==> config.mk <==
export PLATFORM = sky130hd
export DESIGN_NAME = i2s_tx_serializer_flat
export DESIGN_NICKNAME = d
export VERILOG_FILES = /design/src/rtl/i2s_tx_serializer_if.sv /design/src/rtl/i2s_tx_serializer.sv /design/src/flat_wrapper.sv
export SDC_FILE = /design/constraint.sdc
export NUM_CORES = 1
export LEC_CHECK = 0
export BUFFER_PORTS_ARGS = -buffer_cell sky130_fd_sc_hd__buf_2
export CORE_MARGIN = 5
export CORE_UTILIZATION = 40
export CTS_BUF_LIST = sky130_fd_sc_hd__clkbuf_8
export CTS_CLUSTER_DIAMETER = 120
export DETAILED_ROUTE_END_ITERATION = 16
export HOLD_SLACK_MARGIN = 0.15
export SYNTH_ARGS = -nofsm -noshare
export SYNTH_HDL_FRONTEND = slang
export SYNTH_SLANG_ARGS = --single-unit
==> constraint.sdc <==
create_clock -name clk_in -period 2.6 [get_ports clk_in]
set_input_delay 0.26 -clock clk_in [delete_from_list [all_inputs] [get_ports clk_in]]
set_output_delay 0.26 -clock clk_in [all_outputs]
set_load 0.05 [all_outputs]
==> src/rtl/i2s_tx_serializer_if.sv <==
// Sample-pair handshake between an audio source and the I2S serializer.
// The source drives a left/right pair with s_valid; the serializer returns s_ready
// while its holding register is empty.
interface i2s_tx_serializer_if #(
    parameter int unsigned DATA_W = 16
) ();
    logic [DATA_W-1:0] l_data;
    logic [DATA_W-1:0] r_data;
    logic              s_valid;
    logic              s_ready;

    modport master (
        output l_data,
        output r_data,
        output s_valid,
        input  s_ready
    );

    modport slave (
        input  l_data,
        input  r_data,
        input  s_valid,
        output s_ready
    );
endinterface

==> src/rtl/i2s_tx_serializer.sv <==
// Philips-I2S transmitter for the codec DAC.
// bclk_in comes from the clock divider and is treated as a data signal: it is
// synchronized into clk_in, and every frame boundary is derived from its falling
// edges. A one-deep holding register decouples the sample source from the frame
// timing; a second register pair holds the frame currently being shifted out.
module i2s_tx_serializer #(
    parameter int unsigned DATA_W    = 16,
    parameter int unsigned SLOT_BITS = 32
) (
    input  logic               clk_in,
    input  logic               rst_n,
    input  logic               bclk_in,
    i2s_tx_serializer_if.slave s_if,
    output logic               i2s_bclk,
    output logic               i2s_lrclk,
    output logic               i2s_dout,
    output logic               frame_strobe,
    output logic               underrun
);
    localparam int unsigned FrameBits = 2 * SLOT_BITS;
    localparam int unsigned CntW      = $clog2(FrameBits);
    localparam int unsigned SlotIdxW  = (SLOT_BITS > 1) ? $clog2(SLOT_BITS) : 1;

    localparam logic [CntW-1:0]     CntMax   = CntW'(FrameBits - 1);
    localparam logic [CntW-1:0]     SlotCnt  = CntW'(SLOT_BITS);
    localparam logic [SlotIdxW-1:0] SlotLast = SlotIdxW'(SLOT_BITS - 1);

    // Bit-clock synchronizer and edge detector
    logic s1_q;
    logic s2_q;
    logic bclk_d_q;
    logic fall_evt;

    // Frame position
    logic [CntW-1:0] bit_cnt_q, bit_cnt_d;
    logic [CntW-1:0] cnt_next;
    logic            xfer;

    // Sample buffering
    logic [DATA_W-1:0] l_hold_q, l_hold_d;
    logic [DATA_W-1:0] r_hold_q, r_hold_d;
    logic              hold_full_q, hold_full_d;
    logic [DATA_W-1:0] l_act_q, l_act_d;
    logic [DATA_W-1:0] r_act_q, r_act_d;
    logic              accept;

    // Serial bit selection
    logic                 right_slot;
    logic [SlotIdxW-1:0]  slot_idx;
    logic [SLOT_BITS-1:0] slot_l;
    logic [SLOT_BITS-1:0] slot_r;
    logic [SLOT_BITS-1:0] slot_word;
    logic                 ser_bit;

    // Registered outputs
    logic lrclk_q, lrclk_d;
    logic dout_q, dout_d;
    logic strobe_q, strobe_d;
    logic underrun_q, underrun_d;

    // Two-flop synchronizer plus one delay stage for edge detection
    always_ff @(posedge clk_in or negedge rst_n) begin
        if (!rst_n) begin
            s1_q     <= 1'b0;
            s2_q     <= 1'b0;
            bclk_d_q <= 1'b0;
        end else begin
            s1_q     <= bclk_in;
            s2_q     <= s1_q;
            bclk_d_q <= s2_q;
        end
    end

    // Falling edge of the synchronized bit clock; rising edges are ignored
    assign fall_evt = ~s2_q & bclk_d_q;

    // Next frame position and the frame-transfer condition (position wraps to 0)
    always_comb begin
        cnt_next = (bit_cnt_q == CntMax) ? '0 : bit_cnt_q + 1'b1;
        xfer     = fall_evt && (cnt_next == '0);
    end

    // Choose the outgoing bit. The current count is the position of the bit that
    // goes out on this fall, so word select naturally leads the MSB by one BCLK.
    // Samples are MSB-aligned in a zero-padded slot so positions past DATA_W read 0.
    always_comb begin
        right_slot = (bit_cnt_q >= SlotCnt);
        slot_idx   = right_slot ? SlotIdxW'(bit_cnt_q - SlotCnt) : SlotIdxW'(bit_cnt_q);
        slot_l     = '0;
        slot_r     = '0;
        slot_l[SLOT_BITS-1 -: DATA_W] = l_act_q;
        slot_r[SLOT_BITS-1 -: DATA_W] = r_act_q;
        slot_word  = right_slot ? slot_r : slot_l;
        ser_bit    = slot_word[SlotLast - slot_idx];
    end

    assign accept = s_if.s_valid & ~hold_full_q;

    // Next-state for counter, outputs and the two buffer stages. A transfer reads
    // hold as it stood before this cycle; a same-cycle acceptance then refills it.
    always_comb begin
        bit_cnt_d   = bit_cnt_q;
        lrclk_d     = lrclk_q;
        dout_d      = dout_q;
        strobe_d    = 1'b0;
        underrun_d  = 1'b0;
        l_hold_d    = l_hold_q;
        r_hold_d    = r_hold_q;
        hold_full_d = hold_full_q;
        l_act_d     = l_act_q;
        r_act_d     = r_act_q;

        if (fall_evt) begin
            bit_cnt_d = cnt_next;
            lrclk_d   = (cnt_next >= SlotCnt);
            dout_d    = ser_bit;
        end

        if (xfer) begin
            strobe_d = 1'b1;
            if (hold_full_q) begin
                l_act_d     = l_hold_q;
                r_act_d     = r_hold_q;
                hold_full_d = 1'b0;
            end else begin
                // Nothing queued: the next frame carries silence
                l_act_d    = '0;
                r_act_d    = '0;
                underrun_d = 1'b1;
            end
        end

        if (accept) begin
            l_hold_d    = s_if.l_data;
            r_hold_d    = s_if.r_data;
            hold_full_d = 1'b1;
        end
    end

    // State and output registers
    always_ff @(posedge clk_in or negedge rst_n) begin
        if (!rst_n) begin
            bit_cnt_q   <= '0;
            lrclk_q     <= 1'b0;
            dout_q      <= 1'b0;
            strobe_q    <= 1'b0;
            underrun_q  <= 1'b0;
            l_hold_q    <= '0;
            r_hold_q    <= '0;
            hold_full_q <= 1'b0;
            l_act_q     <= '0;
            r_act_q     <= '0;
        end else begin
            bit_cnt_q   <= bit_cnt_d;
            lrclk_q     <= lrclk_d;
            dout_q      <= dout_d;
            strobe_q    <= strobe_d;
            underrun_q  <= underrun_d;
            l_hold_q    <= l_hold_d;
            r_hold_q    <= r_hold_d;
            hold_full_q <= hold_full_d;
            l_act_q     <= l_act_d;
            r_act_q     <= r_act_d;
        end
    end

    assign s_if.s_ready = ~hold_full_q;
    assign i2s_bclk     = bclk_d_q;
    assign i2s_lrclk    = lrclk_q;
    assign i2s_dout     = dout_q;
    assign frame_strobe = strobe_q;
    assign underrun     = underrun_q;

endmodule
==> src/flat_wrapper.sv <==
// flat-port wrapper written by rule: the top's interface ports become plain ports
module i2s_tx_serializer_flat 
#(
    parameter int unsigned DATA_W    = 16,
    parameter int unsigned SLOT_BITS = 32
)
  (clk_in, rst_n, bclk_in, i2s_bclk, i2s_lrclk, i2s_dout, frame_strobe, underrun, s_if_l_data, s_if_r_data, s_if_s_valid, s_if_s_ready);
  i2s_tx_serializer_if #(.DATA_W(DATA_W)) s_if_i ();
  input  logic clk_in;
  input  logic rst_n;
  input  logic bclk_in;
  output logic i2s_bclk;
  output logic i2s_lrclk;
  output logic i2s_dout;
  output logic frame_strobe;
  output logic underrun;
  input wire logic [$bits(s_if_i.l_data)-1:0] s_if_l_data;
  input wire logic [$bits(s_if_i.r_data)-1:0] s_if_r_data;
  input wire logic [$bits(s_if_i.s_valid)-1:0] s_if_s_valid;
  output wire logic [$bits(s_if_i.s_ready)-1:0] s_if_s_ready;
  assign s_if_i.l_data = s_if_l_data;
  assign s_if_i.r_data = s_if_r_data;
  assign s_if_i.s_valid = s_if_s_valid;
  assign s_if_s_ready = s_if_i.s_ready;
  i2s_tx_serializer #(.DATA_W(DATA_W), .SLOT_BITS(SLOT_BITS)) u_core (.clk_in(clk_in), .rst_n(rst_n), .bclk_in(bclk_in), .s_if(s_if_i), .i2s_bclk(i2s_bclk), .i2s_lrclk(i2s_lrclk), .i2s_dout(i2s_dout), .frame_strobe(frame_strobe), .underrun(underrun));
endmodule
==> results of run 1 <==
==> cells by family after synthesis <==
kind of cell / count (synthesis) / share of synthesized area
compound gates: 52 / 0.09552
simple gates: 90 / 0.1112
flops: 78 / 0.5821
buf+inv: 26 / 0.03358
xor+xnor: 2 / 0.005225
mux: 45 / 0.1687
fa+ha+maj: 1 / 0.003731
==> state kept, by name, indices dropped and copies added (netlist names) <==
signal / count
u_core.bit_cnt_q: 6
u_core.frame_strobe: 1
u_core.hold_full_q: 1
u_core.i2s_bclk: 1
u_core.i2s_dout: 1
u_core.i2s_lrclk: 1
u_core.l_act_q: 16
u_core.l_hold_q: 16
u_core.r_act_q: 16
u_core.r_hold_q: 16
u_core.s1_q: 1
u_core.s2_q: 1
u_core.underrun: 1
==> cell usage in the layout (no fill, tap or decap), drive strengths merged, types with 3 or more instances in the layout <==
| master | count |
|---|---|
| dfrtp | 78 |
| nand2 | 71 |
| buf | 49 |
| mux2 | 36 |
| o21ai | 34 |
| dlygate4sd3 | 34 |
| clkbuf | 9 |
| inv | 5 |
| mux4 | 5 |
| nor2 | 4 |
| mux2i | 4 |
| nor2b | 4 |
| clkinv | 3 |
==> power groups by stage <==
stage	logic, uW	clock network [uW]	registers (uW)
finish	1200	977	2050
global route	1360	1050	2110
CTS	1220	998	2050
detailed placement	1180	0	2070
global placement	1140	0	2070
floorplan	941	0	1950
==> what timing repair did <==
item,in CTS,in global routing
resized for setup,0,0
hold endpoints to repair,111,0
hold buffers,34,0
==> worst paths after layout <==
path,start,end,slack [ns],cells after the start
worst max register to register,u_core.bit_cnt_q[5]$_DFFE_PN0P_,u_core.i2s_dout$_DFFE_PN0P_,0.49,4
worst min-delay path,u_core.s1_q$_DFF_PN0_,u_core.s2_q$_DFF_PN0_,0.35,0
worst min register to register,u_core.s1_q$_DFF_PN0_,u_core.s2_q$_DFF_PN0_,0.35,0
min in group asynchronous,rst_n,u_core.r_hold_q[14]$_DFFE_PN0P_,0.62,2
worst max-delay path,u_core.bit_cnt_q[5]$_DFFE_PN0P_,u_core.i2s_dout$_DFFE_PN0P_,0.49,4
max in group asynchronous,rst_n,u_core.r_act_q[6]$_DFFE_PN0P_,1.36,2
==> worst max-delay path: cells and delay by family, from the launching register on <==
family / cells / cell delay [ns]
AO/OA/AOI/OAI: 2 / 0.57
flip-flops: 1 / 0.81
multiplexers: 2 / 0.63
==> per-layer routing <==
layer  vias to the layer above  track usage
li1                       1156            -
met1                      1107       0.1874
met2                        36       0.2062
met3                         9      0.02893
met4                         0      0.06442
met5                         -            0
==> synthesized netlist by cell type (3+ instances only) <==
cell / instances
clkbuf_1: 15
o21ai_0: 34
mux4_2: 3
mux2i_1: 4
dfrtp_1: 78
buf_2: 6
nor2b_1: 4
mux2_2: 36
nor2_1: 4
inv_1: 4
nand2_1: 71
==> layout make-up <==
cell class	count	share of cell area
flip-flops and latches	78	0.4602
multi-input cells	190	0.3086
repair buffers	83	0.1463
well taps	105	0.03097
clock buffers	9	0.02920
clock inverters	7	0.02124
inverters	4	0.003540
==> per-stage QoR <==
| stage | total power [uW] | cells | worst slack [ns] | area [um2] |
|---|---|---|---|---|
| floorplan | 2889 | 294 | 0.8186 | 3353 |
| global placement | 3209 | 426 | 0.5543 | 3687 |
| detailed placement | 3252 | 426 | 0.5007 | 3687 |
| CTS | 4267 | 476 | 0.4914 | 4242 |
| global route | 4525 | 476 | 0.3725 | 4242 |
| finish | 4221 | 476 | 0.4946 | 4242 |
==> impl_metrics.json, run 1 <==
{
  "outcome": "finished, final reports clean",
  "wl_per_cell_um": 13.48,
  "setup-tns-final_ns": 0,
  "multi_input_area_um2": 1309,
  "register_area_um2": 1952,
  "drt-pass1-iter-count": 4,
  "drv_slew": 0,
  "clock-sinks": 78,
  "worst_slew_pin_slew_ns": 0.9721,
  "final_antenna_net_count": 0,
  "grt_max_degree": 79,
  "num_rows": 33,
  "die_h_um": 101.6,
  "area_delta_synth_final_pct": 26.49,
  "routed_wl_um": 6417,
  "p_switching_uw": 1335,
  "root_buffer": "clkbuf_8",
  "grt_pass1_vias": 2318,
  "hold_slack_ns": 0.3523,
  "cts_setup_buffers": 0,
  "final_util": 0.5188,
  "slowest_delay_ns": 0.81,
  "p_int_uw": 2887,
  "htreeDepth": 3,
  "yosys_warnings": 0,
  "met2_wirelength_um": 2933,
  "core_um2": 8175,
  "dpl.hpwl_um": 4126,
  "worstSkewPairLatency_ns": 0.35,
  "m1WireLength_um": 3172,
  "synthesis.instances": 294,
  "synthTopCellsByArea": "dfrtp_1, mux2_2, nand2_1",
  "combinationalPowerShare": 0.284,
  "final_nets": 403,
  "synth_nets": 331,
  "p_sw_frac": 0.3161,
  "syn_area_um2": 3353,
  "period_needed_ns": 2.105,
  "vias": 2308,
  "finalSetupViolations": 0,
  "arrival_ns": 2.37,
  "synth_edf_count": 0,
  "critPathSlowestCell": "dfrtp_1",
  "relSlewSlack": 0.3519,
  "clkTransAtPathRegs_ns": 0.08,
  "n_antenna_cell": 0,
  "finalHoldViolations": 0,
  "power_density_nw_per_um2": 995.3,
  "dieArea_um2": 10310,
  "cts_buffer_depth": 2,
  "cp_max_fo": 19,
  "initial_utilization": 0.4102,
  "grt_usage": 0.1363,
  "overflow": 0,
  "min_path_type": "reg2reg",
  "peakVddDrop_mv": 0.4168,
  "cp_cell_sequence": "mux2i_1, mux4_2, a311o_1, a211oi_2",
  "via_per_inst": 4.849,
  "yosysTopAreaCell": "dfrtp_1",
  "cts_made_buffers": 9,
  "rsz0062_at_grt": "false",
  "path_class": "reg2reg",
  "yosysSeqAreaShare": 0.5821,
  "p_leak_uw": 0.001957,
  "end_kind": "flip-flop",
  "pin_count": 42,
  "gp_congestion": 0.7573,
  "port_buffers": 41,
  "drive_above_1_share": 0.2884,
  "async_reset_ff_frac": 1.000,
  "yosys.area.top_type_share": 0.5821,
  "cp.required_ns": 2.87,
  "finalCritPeriodShare": 0.8098,
  "avgSynthCellArea_um2": 11.41,
  "grt_pass1_wl_um": 10960,
  "cts_tree": "built",
  "synth_cell_types": 36,
  "synth_flop_cell": "dfrtp_1",
  "ys_ff_latch": 78,
  "drcViolationCount": 0,
  "fmax_ghz": 0.4750,
  "pwr-share-seq": 0.485,
  "die_w_um": 101.6,
  "antenna_found_initial": 0,
  "drt_iter0_markers": 121,
  "power_frac_clock": 0.232,
  "met3_wirelength_um": 206,
  "skew_ns": 0.008533,
  "drv_cap": 0,
  "top_layer": "met4",
  "worst_setup_path_start_kind": "flip-flop",
  "fillers": 745
}
Note: power is estimated with default switching activity, not from simulation.
==> run 2, diff against run 1 <==
==> constraint.sdc (replaced) <==
create_clock -name clk_in -period 2.2 [get_ports clk_in]
set_input_delay 0.22 -clock clk_in [delete_from_list [all_inputs] [get_ports clk_in]]
set_output_delay 0.22 -clock clk_in [all_outputs]
set_load 0.05 [all_outputs]
==> run 2 against run 1 <==
Clock skew down 0.00091 ns. Routed wire length down 0.11%. Largest cell class unchanged. Critical path depth unchanged. Total power up 20%. First-iteration DRC count down 36%. Die area unchanged.
==> impl_metrics.json, run 2 (synthesis gave the netlist of run 1 again) <==
{
  "fillers": 738,
  "drt-pass1-iter-count": 4,
  "skew_ns": 0.007618,
  "p_leak_uw": 0.001977,
  "finalSetupViolations": 0,
  "reg2reg_depth": 4,
  "finalCritPeriodShare": 0.9001,
  "dp.cells": 426,
  "cts_tree": "built",
  "r2r-end": "u_core.i2s_dout$_DFFE_PN0P_",
  "rsz0062_at_grt": "false",
  "period_needed_ns": 1.980,
  "min_path_type": "reg2reg",
  "dieArea_um2": 10310,
  "power_density_nw_per_um2": 1181,
  "grt_pass1_vias": 2377,
  "root_buffer": "clkbuf_8",
  "instances_no_fill": 476,
  "clkTransAtPathRegs_ns": 0.07,
  "peakVddDrop_mv": 0.4868,
  "die_w_um": 101.6,
  "arrival_ns": 2.22,
  "pwr-share-seq": 0.478,
  "final_antenna_net_count": 0,
  "num_rows": 33,
  "power_frac_clock": 0.241,
  "drv_slew": 0,
  "worst_setup_path_start_kind": "flip-flop",
  "n_antenna_cell": 0,
  "cp.required_ns": 2.44,
  "crit_start": "u_core.bit_cnt_q[5]$_DFFE_PN0P_",
  "cts_resized": 0,
  "drt_iter0_markers": 77,
  "p_switching_uw": 1543,
  "drv_cap": 0,
  "worst_slew_pin_slew_ns": 0.5357,
  "overflow": 0,
  "area_delta_synth_final_pct": 27.46,
  "combinationalPowerShare": 0.281,
  "worstSkewPairLatency_ns": 0.34,
  "layout_common_cells": "dfrtp_1, nand2_1, buf_2, mux2_2",
  "end_kind": "flip-flop",
  "vias": 2296,
  "whs_path_depth": 0,
  "routed_wl_um": 6410,
  "outcome": "finished, final reports clean",
  "relSlewSlack": 0.6428,
  "crit_end": "u_core.i2s_dout$_DFFE_PN0P_",
  "cts_buffer_depth": 2,
  "final_common_cell": "dfrtp_1",
  "dpl.hpwl_um": 4173,
  "htreeDepth": 3,
  "grt_usage": 0.1384,
  "die_h_um": 101.6,
  "power_uw": 5046,
  "rrSetupSlack_ns": 0.22,
  "reg2reg_from": "u_core.bit_cnt_q[5]$_DFFE_PN0P_",
  "pin_count": 42,
  "setup-tns-final_ns": 0,
  "drcViolationCount": 0,
  "grt_max_degree": 58,
  "final_nets": 403,
  "p_int_uw": 3503,
  "p_sw_frac": 0.3058,
  "core_um2": 8175,
  "drive_above_1_share": 0.2884,
  "port_buffers": 41,
  "via_per_inst": 4.824,
  "finalHoldViolations": 0,
  "clock-sinks": 78,
  "path_class": "reg2reg",
  "placed_cell_area_um2": 3700,
  "antenna_found_initial": 0,
  "design_area_um2": 4274,
  "initial_utilization": 0.4102,
  "cp_max_fo": 9,
  "gp_congestion": 0.7996,
  "final_util": 0.5228,
  "grt_pass1_wl_um": 11250,
  "fmax_ghz": 0.5050,
  "cts_made_buffers": 9,
  "wl_per_cell_um": 13.47
}
## run 2: power by group through the flow
stage	combinational [uW]	clock [uW]	sequential, uW
after global routing	1630	1320	2500
after CTS	1450	1260	2420
after detailed placement	1400	0	2440
after floorplan	1110	0	2300
final	1420	1210	2410
after global placement	1350	0	2430
## run 2: timing repair
| item | 4_1_cts | 5_1_grt |
|---|---|---|
| hold endpoints to repair | 72 | 0 |
| setup buffers | 0 | 0 |
| setup endpoints to repair | 0 | 0 |
| hold buffers | 34 | 0 |
## run 2: worst min path at each step
stage	slack, ns	from	end
detailed placement	0.25	rst_n	u_core.underrun$_DFF_PN0_
global placement	0.24	rst_n	u_core.frame_strobe$_DFF_PN0_
global route	0.37	u_core.s1_q$_DFF_PN0_	u_core.s2_q$_DFF_PN0_
finish	0.36	u_core.s1_q$_DFF_PN0_	u_core.s2_q$_DFF_PN0_
floorplan	-0.08	rst_n	u_core.bit_cnt_q[0]$_DFFE_PN0P_
CTS	0.37	u_core.s1_q$_DFF_PN0_	u_core.s2_q$_DFF_PN0_
## run 2: final cells by class
type	count	area, um2	area share
Inverter	4	15.01	0.003513
Multi-Input combinational cell	190	1309	0.3062
Clock inverter	4	68.82	0.01610
Clock buffer	12	165.2	0.03864
Sequential cell	78	1952	0.4567
Timing Repair Buffer	83	633.1	0.1481
Tap cell	105	131.4	0.03074
## run 2: stage by stage
stage / setup WS, ns / hold WS (ns)
floorplan: 0.4186 / -0.07559
global placement: 0.2738 / 0.2400
detailed placement: 0.2233 / 0.2455
CTS: 0.2194 / 0.3681
global route: 0.1197 / 0.3701
finish: 0.2197 / 0.3594
## run 2: per-layer routing
layer  part of all wire  track usage
met5                  0            0
met4              0.018      0.05215
met3              0.039      0.03581
met2               0.45       0.2067
met1               0.49       0.1942
## run 2: critical path, stage by stage, from the launching register on
cell and delay, ns:
dfrtp_1 0.61, mux2i_1 0.14, mux4_2 0.49, a311o_1 0.39, a211oi_2 0.25
